===== src/rtl/alu_pkg.sv =====
`default_nettype none
// ============================================================================
// Module      : alu_pkg
// Description : Shared types for the iterative ALU: opcode encoding, FSM
//               state encoding and a small opcode classification helper.
// Revision    : 1.0 - initial release
// ============================================================================
package alu_pkg;

    // Opcode encoding; the numeric values are part of the interface.
    typedef enum logic [2:0] {
        ALU_ADD  = 3'b000,
        ALU_ROR  = 3'b001,
        ALU_NAND = 3'b010,
        ALU_PASS = 3'b011,
        ALU_SUB  = 3'b100,
        ALU_MUL  = 3'b101,
        ALU_XOR  = 3'b110,
        ALU_ROL  = 3'b111
    } alu_op_t;

    typedef enum logic [0:0] {
        IDLE = 1'b0,
        RUN  = 1'b1
    } alu_state_t;

    // Only the multiply needs the RUN state; everything else completes
    // through the single-cycle path.
    function automatic logic op_is_multicycle(input alu_op_t op);
        return op == ALU_MUL;
    endfunction

endpackage
`default_nettype wire


===== src/rtl/alu_mul_iter.sv =====
`default_nettype none
// ============================================================================
// Module      : alu_mul_iter
// Description : Shift-add multiplier, one multiplier bit per cycle. The load
//               edge already folds in bit 0, so after W-1 further cycles the
//               low W bits of a*b sit on product and last is high.
// Ports       : clk, reset  - clock / synchronous active-high reset
//               load        - capture a, b and start a new product
//               a, b        - multiplicand / multiplier
//               product     - low W bits of a*b (valid while last is high)
//               last        - final partial product has been accumulated
// Revision    : 1.0 - initial release
// ============================================================================
module alu_mul_iter #(
    parameter int W = 8
) (
    input  logic         clk,
    input  logic         reset,
    input  logic         load,
    input  logic [W-1:0] a,
    input  logic [W-1:0] b,
    output logic [W-1:0] product,
    output logic         last
);

    localparam int CNT_W = $clog2(W) + 1;
    localparam logic [CNT_W-1:0] c_cnt_last = CNT_W'(W);

    logic [W-1:0]     r_acc;
    logic [W-1:0]     r_mcand;
    logic [W-1:0]     r_mplier;
    logic [CNT_W-1:0] r_cnt;   // number of multiplier bits consumed

    always_ff @(posedge clk) begin
        if (reset) begin
            r_acc    <= '0;
            r_mcand  <= '0;
            r_mplier <= '0;
            r_cnt    <= '0;
        end else if (load) begin
            r_acc    <= b[0] ? a : '0;
            r_mcand  <= a << 1;
            r_mplier <= b >> 1;
            r_cnt    <= CNT_W'(1);
        end else if (r_cnt != '0 && r_cnt != c_cnt_last) begin
            r_acc    <= r_acc + (r_mplier[0] ? r_mcand : '0);
            r_mcand  <= r_mcand << 1;
            r_mplier <= r_mplier >> 1;
            r_cnt    <= r_cnt + CNT_W'(1);
        end
    end

    assign product = r_acc;
    assign last    = (r_cnt == c_cnt_last);

endmodule
`default_nettype wire


===== src/rtl/alu_iter.sv =====
`default_nettype none
// ============================================================================
// Module      : alu_iter
// Description : Small ALU with one iterative (multi-cycle) multiply. Single
//               cycle ops are captured on the start edge and retired on the
//               following edge; MUL runs W cycles in the RUN state.
// Ports       : clk, reset        - clock / synchronous active-high reset
//               start, alu_cmd    - request and opcode (sampled in IDLE)
//               inA, inB          - operands, captured with start
//               busy              - multi-cycle op in flight
//               done              - one-cycle pulse when rslt/flags update
//               rslt, pari, eq,
//               zero, carry       - registered result and flags
// Revision    : 1.0 - initial release
// ============================================================================
module alu_iter
    import alu_pkg::*;
#(
    parameter int W    = 8,
    parameter int SH_W = $clog2(W)
) (
    input  logic         clk,
    input  logic         reset,
    input  logic         start,
    input  alu_op_t      alu_cmd,
    input  logic [W-1:0] inA,
    input  logic [W-1:0] inB,
    output logic         busy,
    output logic         done,
    output logic [W-1:0] rslt,
    output logic         pari,
    output logic         eq,
    output logic         zero,
    output logic         carry
);

    alu_state_t   r_state;
    logic         r_pend;   // a single-cycle op was captured last edge
    alu_op_t      r_cmd;
    logic [W-1:0] r_a;
    logic [W-1:0] r_b;

    logic [W-1:0] w_res;
    logic         w_carry;
    logic [W:0]   w_sum;
    logic [SH_W-1:0] w_sh;
    logic [SH_W:0]   w_inv_sh;
    logic [W-1:0] w_ror;
    logic [W-1:0] w_rol;
    logic         w_mul_load;
    logic [W-1:0] w_mul_product;
    logic         w_mul_last;

    // Rotates: the complementary shift equals W when the amount is 0, which
    // shifts everything out and leaves the identity.
    assign w_sh     = r_a[SH_W-1:0];
    assign w_inv_sh = (SH_W+1)'(W) - {1'b0, w_sh};
    assign w_ror    = (r_b >> w_sh) | (r_b << w_inv_sh);
    assign w_rol    = (r_b << w_sh) | (r_b >> w_inv_sh);
    assign w_sum    = {1'b0, r_a} + {1'b0, r_b};

    always_comb begin
        w_res   = '0;
        w_carry = 1'b0;
        case (r_cmd)
            ALU_ADD: begin
                w_res   = w_sum[W-1:0];
                w_carry = w_sum[W];
            end
            ALU_ROR:  w_res = w_ror;
            ALU_NAND: w_res = ~(r_a & r_b);
            ALU_PASS: w_res = r_b;
            ALU_SUB: begin
                w_res   = r_a - r_b;
                w_carry = (r_a >= r_b);
            end
            ALU_XOR:  w_res = r_a ^ r_b;
            ALU_ROL:  w_res = w_rol;
            default:  w_res = '0;   // MUL result comes from the multiplier
        endcase
    end

    assign w_mul_load = (r_state == IDLE) && start && op_is_multicycle(alu_cmd);

    alu_mul_iter #(
        .W (W)
    ) u_mul (
        .clk     (clk),
        .reset   (reset),
        .load    (w_mul_load),
        .a       (inA),
        .b       (inB),
        .product (w_mul_product),
        .last    (w_mul_last)
    );

    always_ff @(posedge clk) begin
        if (reset) begin
            r_state <= IDLE;
            r_pend  <= 1'b0;
            r_cmd   <= ALU_ADD;
            r_a     <= '0;
            r_b     <= '0;
            busy    <= 1'b0;
            done    <= 1'b0;
            rslt    <= '0;
            pari    <= 1'b0;
            eq      <= 1'b0;
            zero    <= 1'b0;
            carry   <= 1'b0;
        end else begin
            done <= 1'b0;
            case (r_state)
                IDLE: begin
                    // Retire the op captured last edge while possibly
                    // capturing the next one: one single-cycle op per cycle.
                    if (r_pend) begin
                        rslt  <= w_res;
                        pari  <= ^w_res;
                        zero  <= (w_res == '0);
                        eq    <= (r_a == r_b);
                        carry <= w_carry;
                        done  <= 1'b1;
                    end
                    r_pend <= 1'b0;
                    if (start) begin
                        r_cmd <= alu_cmd;
                        r_a   <= inA;
                        r_b   <= inB;
                        if (op_is_multicycle(alu_cmd)) begin
                            r_state <= RUN;
                            busy    <= 1'b1;
                        end else begin
                            r_pend <= 1'b1;
                        end
                    end
                end
                RUN: begin
                    // start is deliberately not looked at here.
                    if (w_mul_last) begin
                        rslt    <= w_mul_product;
                        pari    <= ^w_mul_product;
                        zero    <= (w_mul_product == '0);
                        eq      <= (r_a == r_b);
                        carry   <= 1'b0;
                        done    <= 1'b1;
                        busy    <= 1'b0;
                        r_state <= IDLE;
                    end
                end
                default: r_state <= IDLE;
            endcase
        end
    end

endmodule
`default_nettype wire


===== config.mk =====
export PLATFORM = sky130hd
export DESIGN_NAME = alu_iter
export DESIGN_NICKNAME = d
export VERILOG_FILES = /design/src/rtl/alu_pkg.sv /design/src/rtl/alu_mul_iter.sv /design/src/rtl/alu_iter.sv
export SDC_FILE = /design/constraint.sdc
export NUM_CORES = 1
export LEC_CHECK = 0
export ABC_AREA = 1
export CORE_UTILIZATION = 56
export DETAILED_ROUTE_END_ITERATION = 12
export HOLD_SLACK_MARGIN = 0.05
export PLACE_DENSITY = 0.76
export SKIP_CTS_REPAIR_TIMING = 1
export SLEW_MARGIN = 15
export SYNTH_ARGS = -nofsm -noshare
export SYNTH_HDL_FRONTEND = slang
export SYNTH_HIERARCHICAL = 1
export SYNTH_SLANG_ARGS = --single-unit

===== constraint.sdc =====
create_clock -name clk -period 3.95 [get_ports clk]
set_input_delay 0.79 -clock clk [delete_from_list [all_inputs] [get_ports clk]]
set_output_delay 0.79 -clock clk [all_outputs]
set_load 0.01 [all_outputs]

==> flow_summary.yaml, run 1 <==
critical_path:
  startpoint_type: "register"
  critPathRequiredTime_ps: 4190
  critPathMaxFanout: 16
  path_class: "reg2reg"
  setup.worst_path.end_class: "register"
  cp.arrival_ps: 3770
power:
  ir_drop_uv: 411
  power_frac_comb: 0.464
  power_mw: 2.49
  switchingPower_mw: 1.11
  p_leak_nw: 2.70
  powerDensity_nw_per_um2: 442
  switching_share: 0.448
  intPower_mw: 1.37
  pwr-share-seq: 0.328
  p_clk_frac: 0.208
die:
  die_w_um: 97.7
  coreArea_um2: 8810
  boundaryPins: 36
  start_util: 0.583
  fp-row-count: 34
  die_height_um: 97.7
  die_area_um2: 9550
sta:
  finalSetupViolCount: 0
  max_clock_freq_ghz: 0.283
  slew_violations: 0
  fin_setup_tns_ps: 0
  worstMarginPinSlew_ps: 762
  fin_skew_ps: 17.4
  maxSlewHeadroom: 0.490
  hold_viol: 0
  post-route-min-period_ps: 3530
  rsz0062_at_grt: "false"
  min_period_over_period: 0.894
clock_tree:
  cts-buffers-inserted: 9
  path_clk_slew_ps: 90
  htreeDepth: 3
  worstSkewPairLatency_ps: 360
  clk_path_buf_depth: 2
  cts_tree: "yes"
  root_buffer: "clkbuf_8"
  cts_sinks: 61
logic_synthesis:
  syn_area_um2: 5130
  syn_area_per_cell_um2: 6.37
  syn-num-nets: 865
  synth_seq_cells: 61
  synthTopCellsByArea: "dfxtp_1, nand2_1, nand3_1"
  synth_edf_count: 0
  yosysTopAreaCell: "dfxtp_1"
  synth_top_area_frac: 0.238
  yosys_warnings: 6
  seq_area_frac_synth: 0.238
  synth_flop_cell: "dfxtp_1"
  async_reset_ff_frac: 0
  synth.distinct_cells: 51
  syn-instance-count: 806
cells_and_area:
  insertedDiodeCount: 0
  fillers: 861
  area_growth_pct: 9.73
  drive_gt1_frac: 0.0687
  regArea_um2: 1220
  final_core_util: 0.639
  nets: 884
  multi_input_area_um2: 3350
place:
  port_buffers: 35
  gp_congestion: 0.951
  dpl.hpwl_mm: 12.3
grt:
  grt_max_degree: 35
  overflow: 0
  antenna_found_initial: 0
  grt_pass1_wl_mm: 26.3
  track_usage: 0.346
  first_global_vias: 5394
route:
  first_iter_violations: 538
  drt_wl_total_mm: 15.8
  drc_errors: 0
  vias: 5595
  ant_nets: 0
  via_per_inst: 5.96
  drt_first_pass_iters: 5
  wl_per_cell_um: 16.8
job:
  drv_cap: 0
hold_path:
  hp-class: "reg2reg"
run_status:
  status: "finished clean"
-- cells in the mapped netlist, types with 6 or more instances --
master    count
a21oi_1      52
clkbuf_1      9
inv_1        86
ha_1         34
xnor2_1       8
buf_2        10
nor2_1       55
o21ai_0      40
nand2_1     226
a31oi_1      13
buf_4         6
nand4_1      12
dfxtp_1      61
nand3_1     118
-- critical path: stages (launching register included) --
cell,delay [ps]
dfxtp_1,600
inv_8,160
ha_1,540
inv_2,310
nand3_1,140
nand3_1,90
nand3_1,100
nand2_1,90
nand2_1,70
nor4_2,330
ha_1,300
xnor2_1,200
xnor2_1,140
nand2_1,70
a32o_1,250
-- per-layer routing --
metal / wire length [um] / track usage / vias to the layer above
met4: 636 / 0.168 / 0
met3: 1230 / 0.0612 / 52
met5: 0 / 0 / -
li1: - / - / 2693
met2: 7410 / 0.582 / 294
met1: 6530 / 0.428 / 2556
-- final timing paths --
check                           cells past startpoint  slack [ps]    start      end
worst max-delay path                               14         420   r_a[0]     pari
worst min-delay path                                2         460  rslt[4]  rslt[4]
worst max register to register                     14         420   r_a[0]     pari
worst min register to register                      2         460  rslt[4]  rslt[4]
-- state kept, by name (all words and copies together), names as in the netlist --
signal	cells
u_mul/r_mcand	7
r_a	8
pari	1
eq	1
rslt	8
r_b	8
u_mul/r_mplier	7
zero	1
r_pend	1
carry	1
r_cmd	3
u_mul/product	8
busy	1
u_mul/r_cnt	4
r_state	1
done	1
-- metrics by stage --
| stage | hold WS, ps | area, um2 | worst slack, ps | instances |
|---|---|---|---|---|
| CTS | 456 | 5630 | 509 | 938 |
| detailed placement | 445 | 5460 | 529 | 922 |
| global placement | 438 | 5460 | 615 | 922 |
| global route | 486 | 5630 | 155 | 938 |
| floorplan | 440 | 5130 | 881 | 806 |
| finish | 456 | 5630 | 419 | 938 |
-- kinds of logic (layout without fill, tap and decap cells) --
| family | after synthesis | in the layout | share of synthesized area |
|---|---|---|---|
| AOI/OAI and AO/OA | 126 | 126 | 0.139 |
| xor gates and xnor gates | 10 | 10 | 0.0171 |
| adders and majority gates | 37 | 37 | 0.0946 |
| buffers and inverters | 126 | 150 | 0.109 |
| DFF | 61 | 61 | 0.238 |
| muxes | 1 | 1 | 0.00219 |
| and+or+nand+nor | 445 | 445 | 0.401 |
-- area by class of cell --
type                       instances  share of cell area
tap                              108              0.0240
timing repair buffer              40              0.0689
clock buffer                       9              0.0220
inverter                          94              0.0642
sequential                        61               0.217
multi-input combinational        619               0.595
clock inverter                     7             0.00867
-- placed cells by master, fill, tap and decap left out, types with 8 or more instances in the layout --
cell type,n
clkbuf_8,9
nor2_1,55
nand4_1,12
ha_1,34
xnor2_1,8
a21oi_1,52
nand3_1,118
dfxtp_1,61
a31oi_1,13
inv_1,86
nand2_1,226
clkdlybuf4s50_1,35
o21ai_0,40
-- power groups by stage --
stage,combinational (mW),clock (mW),sequential (mW)
2_1_floorplan,0.907,0,0.793
3_3_place_gp,1.09,0,0.821
3_5_place_dp,1.12,0,0.825
4_1_cts,1.13,0.523,0.811
5_1_grt,1.27,0.549,0.829
6_report,1.15,0.518,0.816
(Power assumes the default switching activity.)
==> inputs of run 2 (changes only) <==
--- a/config.mk
+++ b/config.mk
@@ -5,9 +5,9 @@
 export SDC_FILE = /design/constraint.sdc
 export NUM_CORES = 1
 export LEC_CHECK = 0
-export ABC_AREA = 1
 export CORE_UTILIZATION = 56
 export DETAILED_ROUTE_END_ITERATION = 12
+export GPL_ROUTABILITY_DRIVEN = 0
 export HOLD_SLACK_MARGIN = 0.05
 export PLACE_DENSITY = 0.76
 export SKIP_CTS_REPAIR_TIMING = 1
==> run 2 against run 1 <==
Against the previous run:
- worst hold slack got worse by 19 ps
- register-to-register slack got worse by 96 ps
- synthesized cell count fell by 18%
- clock skew down 3.8 ps
- flip-flop and latch count unchanged
- non-clock buffer count grew 11
- final area is 2.9% higher
- highest routed layer unchanged
- largest cell class unchanged
- first-iteration DRC count shrank 20%
- final cell count decreased by 17%
==> flow_summary.yaml, run 2 <==
logic_synthesis:
  syn_area_um2: 5260
  syn-instance-count: 657
  syn_area_per_cell_um2: 8.01
  yosys-top-cells-count: "nand2_1, dfxtp_1, a21oi_1"
  synth.distinct_cells: 64
  syn-num-nets: 716
  async_reset_ff_frac: 0
  yosys_warnings: 6
  synth_top_area_frac: 0.232
  synthTopCellsByArea: "dfxtp_1, ha_1, nand2_1"
  yosysTopAreaCell: "dfxtp_1"
  synth_flop_cell: "dfxtp_1"
  synthMostInstantiatedCell: "nand2_1"
  seq_area_frac_synth: 0.232
  synth_edf_count: 0
  synth_seq_cells: 61
grt:
  overflow: 0
  track_usage: 0.302
  first_global_vias: 4704
  grt_pass1_wl_mm: 23.2
  grt_max_degree: 53
  antenna_found_initial: 0
cells_and_area:
  multi_input_area_um2: 3640
  drive_gt1_frac: 0.111
  insertedDiodeCount: 0
  regArea_um2: 1220
  final_common_cell: "nand2_1"
  nets: 723
  final_core_util: 0.633
  fillers: 795
  layout_common_cells: "nand2_1, dfxtp_1, a21oi_1, nor2_1"
  area_growth_pct: 10.2
power:
  p_leak_nw: 2.25
  powerDensity_nw_per_um2: 362
  ir_drop_uv: 337
  power_mw: 2.10
clock_tree:
  htreeDepth: 3
  cts-buffers-inserted: 9
  cts_tree: "yes"
  root_buffer: "clkbuf_8"
  worstSkewPairLatency_ps: 360
  path_clk_slew_ps: 80
  clk_path_buf_depth: 2
  cts_sinks: 61
die:
  die_w_um: 98.9
  die_area_um2: 9790
  start_util: 0.575
  coreArea_um2: 9150
  boundaryPins: 36
  fp-row-count: 35
  die_height_um: 98.9
critical_path:
  critPathRequiredTime_ps: 4200
  setup.worst_path.end_class: "register"
  critPathMaxFanout: 14
  cp.arrival_ps: 3880
  startpoint_type: "register"
  path_class: "reg2reg"
route:
  via_per_inst: 6.48
  drt-met1-wl_mm: 6.15
  met3WireLength_mm: 1.19
  wl_met2_mm: 6.43
  wl_per_cell_um: 18.5
  first_iter_violations: 433
  vias: 5052
  top_layer: "met4"
  ant_nets: 0
  drt_wl_total_mm: 14.4
  drt_first_pass_iters: 5
  drc_errors: 0
sta:
  fin_ws_ps: 323
  post-route-min-period_ps: 3630
  max_clock_freq_ghz: 0.276
  fin_skew_ps: 13.5
  finalSetupViolCount: 0
  maxSlewHeadroom: 0.383
  min_period_over_period: 0.918
  hold_viol: 0
  worstMarginPinSlew_ps: 926
  rsz0062_at_grt: "false"
  slew_violations: 0
  fin_setup_tns_ps: 0
run_status:
  status: "finished clean"
place:
  dpl.hpwl_mm: 10.5
  pre_cts_ws_ps: 419
  port_buffers: 35
job:
  drv_cap: 0
hold_path:
  hp-class: "reg2reg"
run 2: cell count changes after synthesis, moves of 10 or more:
cell / change
and2_1: +10
mux4_2: +12
mux2_2: +17
nand2_1: -136
nor3_1: +12
nand3_1: -103
mux2i_1: +31
nor2b_1: +11
clkbuf_1: +23
o21ai_0: -19
inv_1: -58
nand2b_1: +10
a211oi_1: +12
run 2: where the power goes:
| group | internal, mW | switching (mW) |
|---|---|---|
| registers | 0.661 | 0.0601 |
| clock network | 0.311 | 0.285 |
| logic | 0.347 | 0.433 |
| total | 1.32 | 0.778 |
run 2: metal layers:
metal  vias to the layer above  global-route usage
met4                         0               0.173
met3                        58              0.0496
met1                      2354               0.399
met2                       280               0.467
li1                       2360                   -
met5                         -                   0
run 2: final timing paths:
path	startpoint	to	cells after the start	slack (ps)
hold reg to reg	eq	eq	2	440
hold / removal	eq	eq	2	440
setup reg to reg	r_b[1]	pari	13	320
setup / recovery	r_b[1]	pari	13	320
run 2: critical path, stage by stage, from the launching register on:
cell and delay, ps:
dfxtp_1 640, inv_1 190, ha_1 390, nor2_1 60
a221oi_1 430, nor4_1 90, a211oi_1 360, mux2i_1 130
a211oi_1 290, ha_1 310, xnor2_1 190, xnor2_1 140
nand2_1 70, a32o_1 240
run 2: final cells by class:
class / count / area share
clock buffer: 10 / 0.0237
clock inverter: 6 / 0.0121
inverter: 32 / 0.0207
multi-input combinational: 509 / 0.628
sequential: 61 / 0.211
tap: 111 / 0.0240
timing repair buffer: 51 / 0.0803
run 2: cell families (layout without fill, tap and decap cells):
kind of cell / Yosys count / count (layout) / synth area share
buf+inv: 87 / 99 / 0.0756
mux: 64 / 64 / 0.158
compound gates: 160 / 160 / 0.205
fa+ha+maj: 37 / 37 / 0.0923
flops: 61 / 61 / 0.232
xor+xnor: 22 / 22 / 0.0366
simple gates: 226 / 226 / 0.200
run 2: stage by stage:
stage | cells | hold WS [ps] | area (um2)
after floorplan | 657 | 455 | 5260
after CTS | 780 | 440 | 5800
final | 780 | 437 | 5800
after global routing | 780 | 469 | 5800
after detailed placement | 764 | 429 | 5590
after global placement | 764 | 425 | 5590
==> inputs of run 3 (changes only) <==
==> constraint.sdc (replaced) <==
create_clock -name clk -period 3.95 [get_ports clk]
set_input_delay 0.79 -clock clk [delete_from_list [all_inputs] [get_ports clk]]
set_output_delay 0.79 -clock clk [all_outputs]
set_load 0.1 [all_outputs]
==> results of run 3 <==
The final DEF is identical to that of run 2. Status: finished clean.
Main changes from that run: total power 2.10 mW -> 2.15 mW; worst IR drop on VDD 337 uV -> 339 uV
